File: config.mk
export PLATFORM = sky130hd
export DESIGN_NAME = remote_req_arbiter
export DESIGN_NICKNAME = d
export VERILOG_FILES = /design/src/rtl/remote_req_arbiter.sv
export SDC_FILE = /design/constraint.sdc
export NUM_CORES = 1
export LEC_CHECK = 0
export CAP_MARGIN = 20
export CORE_ASPECT_RATIO = 1.2
export CORE_UTILIZATION = 35
export DETAILED_ROUTE_END_ITERATION = 12
export GPL_TIMING_DRIVEN = 1
export PLACE_DENSITY = 0.76
export SLEW_MARGIN = 20
export SYNTH_ARGS = -nofsm -noshare
export SYNTH_HDL_FRONTEND = slang
export SYNTH_SLANG_ARGS = --single-unit
File: constraint.sdc
create_clock -name clk_i -period 2.3 [get_ports clk_i]
set_input_delay 0.23 -clock clk_i [delete_from_list [all_inputs] [get_ports clk_i]]
set_output_delay 0.23 -clock clk_i [all_outputs]
set_load 0.05 [all_outputs]
File: src/rtl/remote_req_arbiter.sv
// rtl/remote_req_arbiter.sv - two-requester remote request arbiter with tx/outstanding credits and fence drain
//
// Purpose:
//   Arbitrates between the icache-miss fetch path and the load/store unit for a
//   single network transmit port. A request is issued only when a downstream
//   transmit credit and an outstanding-request credit are both available. When
//   both requesters are valid, the one not granted most recently wins. A fence
//   stops issue and waits until every outstanding request has been answered.
//
// Ports:
//   clk_i, reset_n_i            clock, synchronous active-low reset
//   ifetch_v_i/ifetch_req_i     icache-miss request valid and payload
//   ifetch_ready_o              icache-miss request accepted this cycle
//   lsu_v_i/lsu_req_i           LSU request valid and payload
//   lsu_ready_o                 LSU request accepted this cycle
//   remote_req_v_o/remote_req_o registered request toward the network (valid-credit)
//   remote_req_credit_i         one transmit credit returned
//   resp_done_i                 one remote response retired
//   fence_i                     level request to drain all outstanding requests
//   fence_done_o                single-cycle pulse when the drain completes
//   out_credits_o               current outstanding-credit count

module remote_req_arbiter #(
    parameter int req_width_p       = 32,
    parameter int tx_credits_p      = 2,
    parameter int max_out_credits_p = 16,
    localparam int credit_width_lp  = $clog2(max_out_credits_p + 1)
) (
    input  logic                       clk_i,
    input  logic                       reset_n_i,

    input  logic                       ifetch_v_i,
    input  logic [req_width_p-1:0]     ifetch_req_i,
    output logic                       ifetch_ready_o,

    input  logic                       lsu_v_i,
    input  logic [req_width_p-1:0]     lsu_req_i,
    output logic                       lsu_ready_o,

    output logic                       remote_req_v_o,
    output logic [req_width_p-1:0]     remote_req_o,
    input  logic                       remote_req_credit_i,

    input  logic                       resp_done_i,

    input  logic                       fence_i,
    output logic                       fence_done_o,

    output logic [credit_width_lp-1:0] out_credits_o
);

    localparam int tx_width_lp = $clog2(tx_credits_p + 1);

    localparam logic [tx_width_lp-1:0]     tx_full_lp  = tx_width_lp'(tx_credits_p);
    localparam logic [credit_width_lp-1:0] out_full_lp = credit_width_lp'(max_out_credits_p);

    typedef enum logic {
        st_normal,
        st_drain
    } state_e;

    typedef enum logic {
        src_ifetch,
        src_lsu
    } src_e;

    state_e                     state;
    src_e                       last_grant;
    logic [tx_width_lp-1:0]     tx_cnt;
    logic [credit_width_lp-1:0] out_cnt;

    logic                       tx_avail;
    logic                       can_issue;
    logic                       pick_ifetch;
    logic                       grant;
    logic [tx_width_lp-1:0]     tx_cnt_next;
    logic [credit_width_lp-1:0] out_cnt_next;

    // A transmit credit arriving this cycle may be spent in the same cycle, so a
    // requester starved of tx credits is granted as soon as one comes back.
    assign tx_avail = (tx_cnt != '0) || remote_req_credit_i;

    assign can_issue = reset_n_i
                    && tx_avail
                    && (out_cnt != '0)
                    && (state == st_normal)
                    && !fence_i;

    // Round-robin tie break: ifetch wins unless it was the most recent winner.
    assign pick_ifetch = ifetch_v_i && (!lsu_v_i || (last_grant == src_lsu));

    assign ifetch_ready_o = can_issue && pick_ifetch;
    assign lsu_ready_o    = can_issue && lsu_v_i && !pick_ifetch;
    assign grant          = ifetch_ready_o || lsu_ready_o;

    // Simultaneous issue and return cancel out. A return at full count is a
    // protocol error; the counter saturates instead of wrapping.
    always_comb begin
        tx_cnt_next = tx_cnt;
        if (remote_req_credit_i && !grant) begin
            if (tx_cnt != tx_full_lp) begin
                tx_cnt_next = tx_cnt + 1'b1;
            end
        end else if (!remote_req_credit_i && grant) begin
            tx_cnt_next = tx_cnt - 1'b1;
        end
    end

    always_comb begin
        out_cnt_next = out_cnt;
        if (resp_done_i && !grant) begin
            if (out_cnt != out_full_lp) begin
                out_cnt_next = out_cnt + 1'b1;
            end
        end else if (!resp_done_i && grant) begin
            out_cnt_next = out_cnt - 1'b1;
        end
    end

    always_ff @(posedge clk_i) begin
        if (!reset_n_i) begin
            state          <= st_normal;
            last_grant     <= src_lsu;
            tx_cnt         <= tx_full_lp;
            out_cnt        <= out_full_lp;
            remote_req_v_o <= 1'b0;
            remote_req_o   <= '0;
            fence_done_o   <= 1'b0;
        end else begin
            tx_cnt         <= tx_cnt_next;
            out_cnt        <= out_cnt_next;
            remote_req_v_o <= grant;
            fence_done_o   <= 1'b0;

            if (grant) begin
                remote_req_o <= ifetch_ready_o ? ifetch_req_i : lsu_req_i;
                last_grant   <= ifetch_ready_o ? src_ifetch : src_lsu;
            end

            case (state)
                st_normal: begin
                    if (fence_i) begin
                        state <= st_drain;
                    end
                end
                // The drain ignores fence_i once entered; it ends when every
                // outstanding credit is back, including one returning this cycle.
                st_drain: begin
                    if (out_cnt_next == out_full_lp) begin
                        state        <= st_normal;
                        fence_done_o <= 1'b1;
                    end
                end
                default: begin
                    state <= st_normal;
                end
            endcase
        end
    end

    assign out_credits_o = out_cnt;

    always_ff @(posedge clk_i) begin
        if (reset_n_i) begin
            tx_credit_overflow: assert (!(remote_req_credit_i && (tx_cnt == tx_full_lp)));
            resp_done_overflow: assert (!(resp_done_i && (out_cnt == out_full_lp)));
        end
    end

endmodule

==> results of run 1 <==
worst max-delay path, stage by stage, from the launching register on:
cell and delay (ns):
dfxtp_2 0.34, or3b_4 0.38, or4_4 0.49, a311o_1 0.41, a2111oi_4 0.33, and4_1 0.23
metrics by stage:
stage / cells / hold slack (ns)
after global placement: 427 / 0.513
after CTS: 440 / 0.535
final: 440 / 0.464
after floorplan: 231 / 0.413
after detailed placement: 427 / 0.525
after global routing: 440 / 0.493
synth_stat cells:
| cell | n |
|---|---|
| dfxtp_1 | 43 |
| o21ai_0 | 35 |
| mux2i_1 | 34 |
| a21oi_1 | 33 |
| clkbuf_1 | 13 |
| nand2_1 | 7 |
| inv_1 | 6 |
| nor2_1 | 6 |
| nor3_1 | 5 |
| xnor2_1 | 4 |
| a211oi_1 | 3 |
| buf_2 | 3 |
| ha_1 | 3 |
| nand4_1 | 3 |
| a2bb2oi_1 | 2 |
| a311o_1 | 2 |
| a311oi_1 | 2 |
| nor3b_1 | 2 |
| o41ai_1 | 2 |
| or2_2 | 2 |
| a2111oi_2 | 1 |
| a21oi_2 | 1 |
| a31o_2 | 1 |
| a31oi_1 | 1 |
| a41oi_1 | 1 |
| and3_1 | 1 |
| and4_1 | 1 |
| buf_6 | 1 |
| inv_2 | 1 |
| nand3_1 | 1 |
| nand3b_1 | 1 |
| nor2b_1 | 1 |
| nor4_1 | 1 |
| nor4b_1 | 1 |
| o211ai_1 | 1 |
| o21bai_1 | 1 |
| or3_1 | 1 |
| or3b_4 | 1 |
| or4_4 | 1 |
| or4b_1 | 1 |
| or4bb_1 | 1 |
power groups by stage:
stage                     Clock, µW  Sequential [µW]  Combinational (µW)
after floorplan                   0             1060                 249
after global placement            0              865                 777
after detailed placement          0              866                 788
after CTS                       704              851                 806
after global routing            729              859                 872
final                           686              851                 819
registers in the layout, summed over array words and instances, names as in the netlist:
name	cells
out_credits_o	5
tx_cnt	2
remote_req_v_o	1
last_grant	1
state	1
remote_req_o	32
fence_done_o	1
cell type report:
| cell class | instances | area share (%) |
|---|---|---|
| flip-flops and latches | 43 | 23.5 |
| clock inverters | 2 | 1.62 |
| multi-input cells | 164 | 32.3 |
| inverters | 7 | 0.843 |
| clock buffers | 6 | 1.96 |
| well taps | 80 | 2.70 |
| repair buffers | 138 | 37.1 |
worst paths after layout:
kind                             endpoint  depth (start not counted)
setup / recovery  fence_done_o$_SDFF_PN0_                          5
hold / removal           state$_SDFF_PN0_                          4
setup reg to reg  fence_done_o$_SDFF_PN0_                          5
hold reg to reg   last_grant$_SDFFE_PN1N_                          1
logic make-up after synthesis:
family                   synth area share (%)
AO/OA/AOI/OAI                            23.8
flip-flops                               41.1
AND/OR/NAND/NOR                          10.5
multiplexers                             16.3
buffers and inverters                    4.84
XOR/XNOR                                 1.67
adder cells (fa/ha/maj)                  1.79
layer usage:
metal | vias up | track usage [%] | routed length [µm]
li1 | 1116 | - | -
met1 | 1030 | 22.1 | 2490
met2 | 75 | 36.3 | 3170
met3 | 8 | 4.42 | 310
met4 | 0 | 7.31 | 102
met5 | - | 0 | 0
timing repair:
item	CTS	global route
pin swaps	4	4
hold buffers	0	0
buffers inserted	5	1
endpoints found under the setup margin	2	2
gates resized for setup	4	5
==> results_dict.tcl, run 1 <==
set metrics [dict create \
    outcome "complete, no violations" \
    synth_area_um2 2090 \
    cts_tree "built" \
    critical_path_required_ns 2.54 \
    wire_per_inst_um 13.8 \
    final-setup-viol-count 0 \
    drive_gt1_share_pct 15.8 \
    dp_slack_ns -0.304 \
    die_w_um 72.6 \
    route.vias.total 2229 \
    dpl_cell_area_um2 3500 \
    crit_fanout 3 \
    antenna_found_initial 0 \
    worst_pin_slew_ns 0.521 \
    clkSinkCount 43 \
    yosysTopAreaCell "dfxtp_1" \
    setup.worst_path.end_class "register" \
    design.core.area_um2 5710 \
    globalplace.congestion 0.847 \
    ys_ff_latch 43 \
    final_cell_mix "clkdlybuf4s50_1 (107), dfxtp_1 (38), o21ai_0 (35)" \
    grt_pass1_wl_um 9810 \
    first_global_vias 2195 \
    reg2reg_from "state$_SDFF_PN0_" \
    dp_hpwl_um 4360 \
    pwr-share-clk_pct 29.1 \
    yosys_warnings 0 \
    rrSetupSlack_ns 0.06 \
    fin_ws_ns 0.0647 \
    area_growth_pct 77.4 \
    rows 30 \
    crit_path_start "state$_SDFF_PN0_" \
    yosysTopAreaCellShare_pct 41.1 \
    io_pins 112 \
    start_util_pct 36.7 \
    drt_iter0_drc 136 \
    grt_overflow 0 \
    regArea_um2 872 \
    grt_max_degree 41 \
    via_per_inst 5.07 \
    fillCellCount 494 \
    nNetsFinal 433 \
    dieArea_um2 6290 \
    post-route-drc-count 0 \
    min_from "fence_i" \
    fin_skew_ns 0.00787 \
    period_minus_slack_ns 2.24 \
    hold_violations 0 \
    leakage_uw 0.00139 \
    final_area_um2 3710 \
    syn_avg_cell_area_um2 9.06 \
    syn-num-nets 305 \
    n_antenna_cell 0 \
    first_pass_iters 4 \
    powerDensity_nw_per_um2 635 \
    internal_power_uw 1630 \
    cp-start-kind "register" \
    power.switching_uw 729 \
    clock_latency_ns 0.29 \
    grt_usage_pct 19.8 \
    rsz0062_at_grt "true" \
    root_buffer "clkbuf_8" \
    layout.cells.most_common "clkdlybuf4s50_1" \
    path_clk_slew_ns 0.08 \
    slew_headroom_pct 65.2 \
    comb_power_share_pct 34.8 \
    p_seq_share_pct 36.1 \
    multiInputGateArea_um2 1200 \
    synthTopCellsByArea "dfxtp_1 (41%), mux2i_1 (16%), o21ai_0 (8.4%), a21oi_1 (7.9%), clkbuf_1 (2.3%)" \
    fp.dieH_um 86.7 \
    finalSetupTns_ns 0 \
    hold_class "input port to register" \
    crit_arrival_ns 2.47 \
    cap_viol_max_count 0 \
    cts_buffer_depth 2 \
    slew_viol_final 0 \
    ir_drop_mv 0.335 \
    critPathKind "register to register" \
    wl_um 6070 \
    cts-buffers-inserted 5 \
    portBuffers 111 \
    timing.fmax_ghz 0.447 \
    ant_nets 0 \
    synthCells 231 \
    ys_seq_area_share_pct 41.1 \
    min_period_over_period_pct 97.2 \
    power_uw 2360 \
    synth_cell_types 41 \
    post-route-util_pct 65.0 \
    swShare_pct 30.9 \
    cts-htree-levels 2 \
]
(Power assumes the default switching activity.)
==> inputs of run 2 (changes only) <==
Settings changed: HOLD_SLACK_MARGIN set to 0.05.
==> results of run 2 <==
Final layout, timing and power as in run 1 (identical DEF).
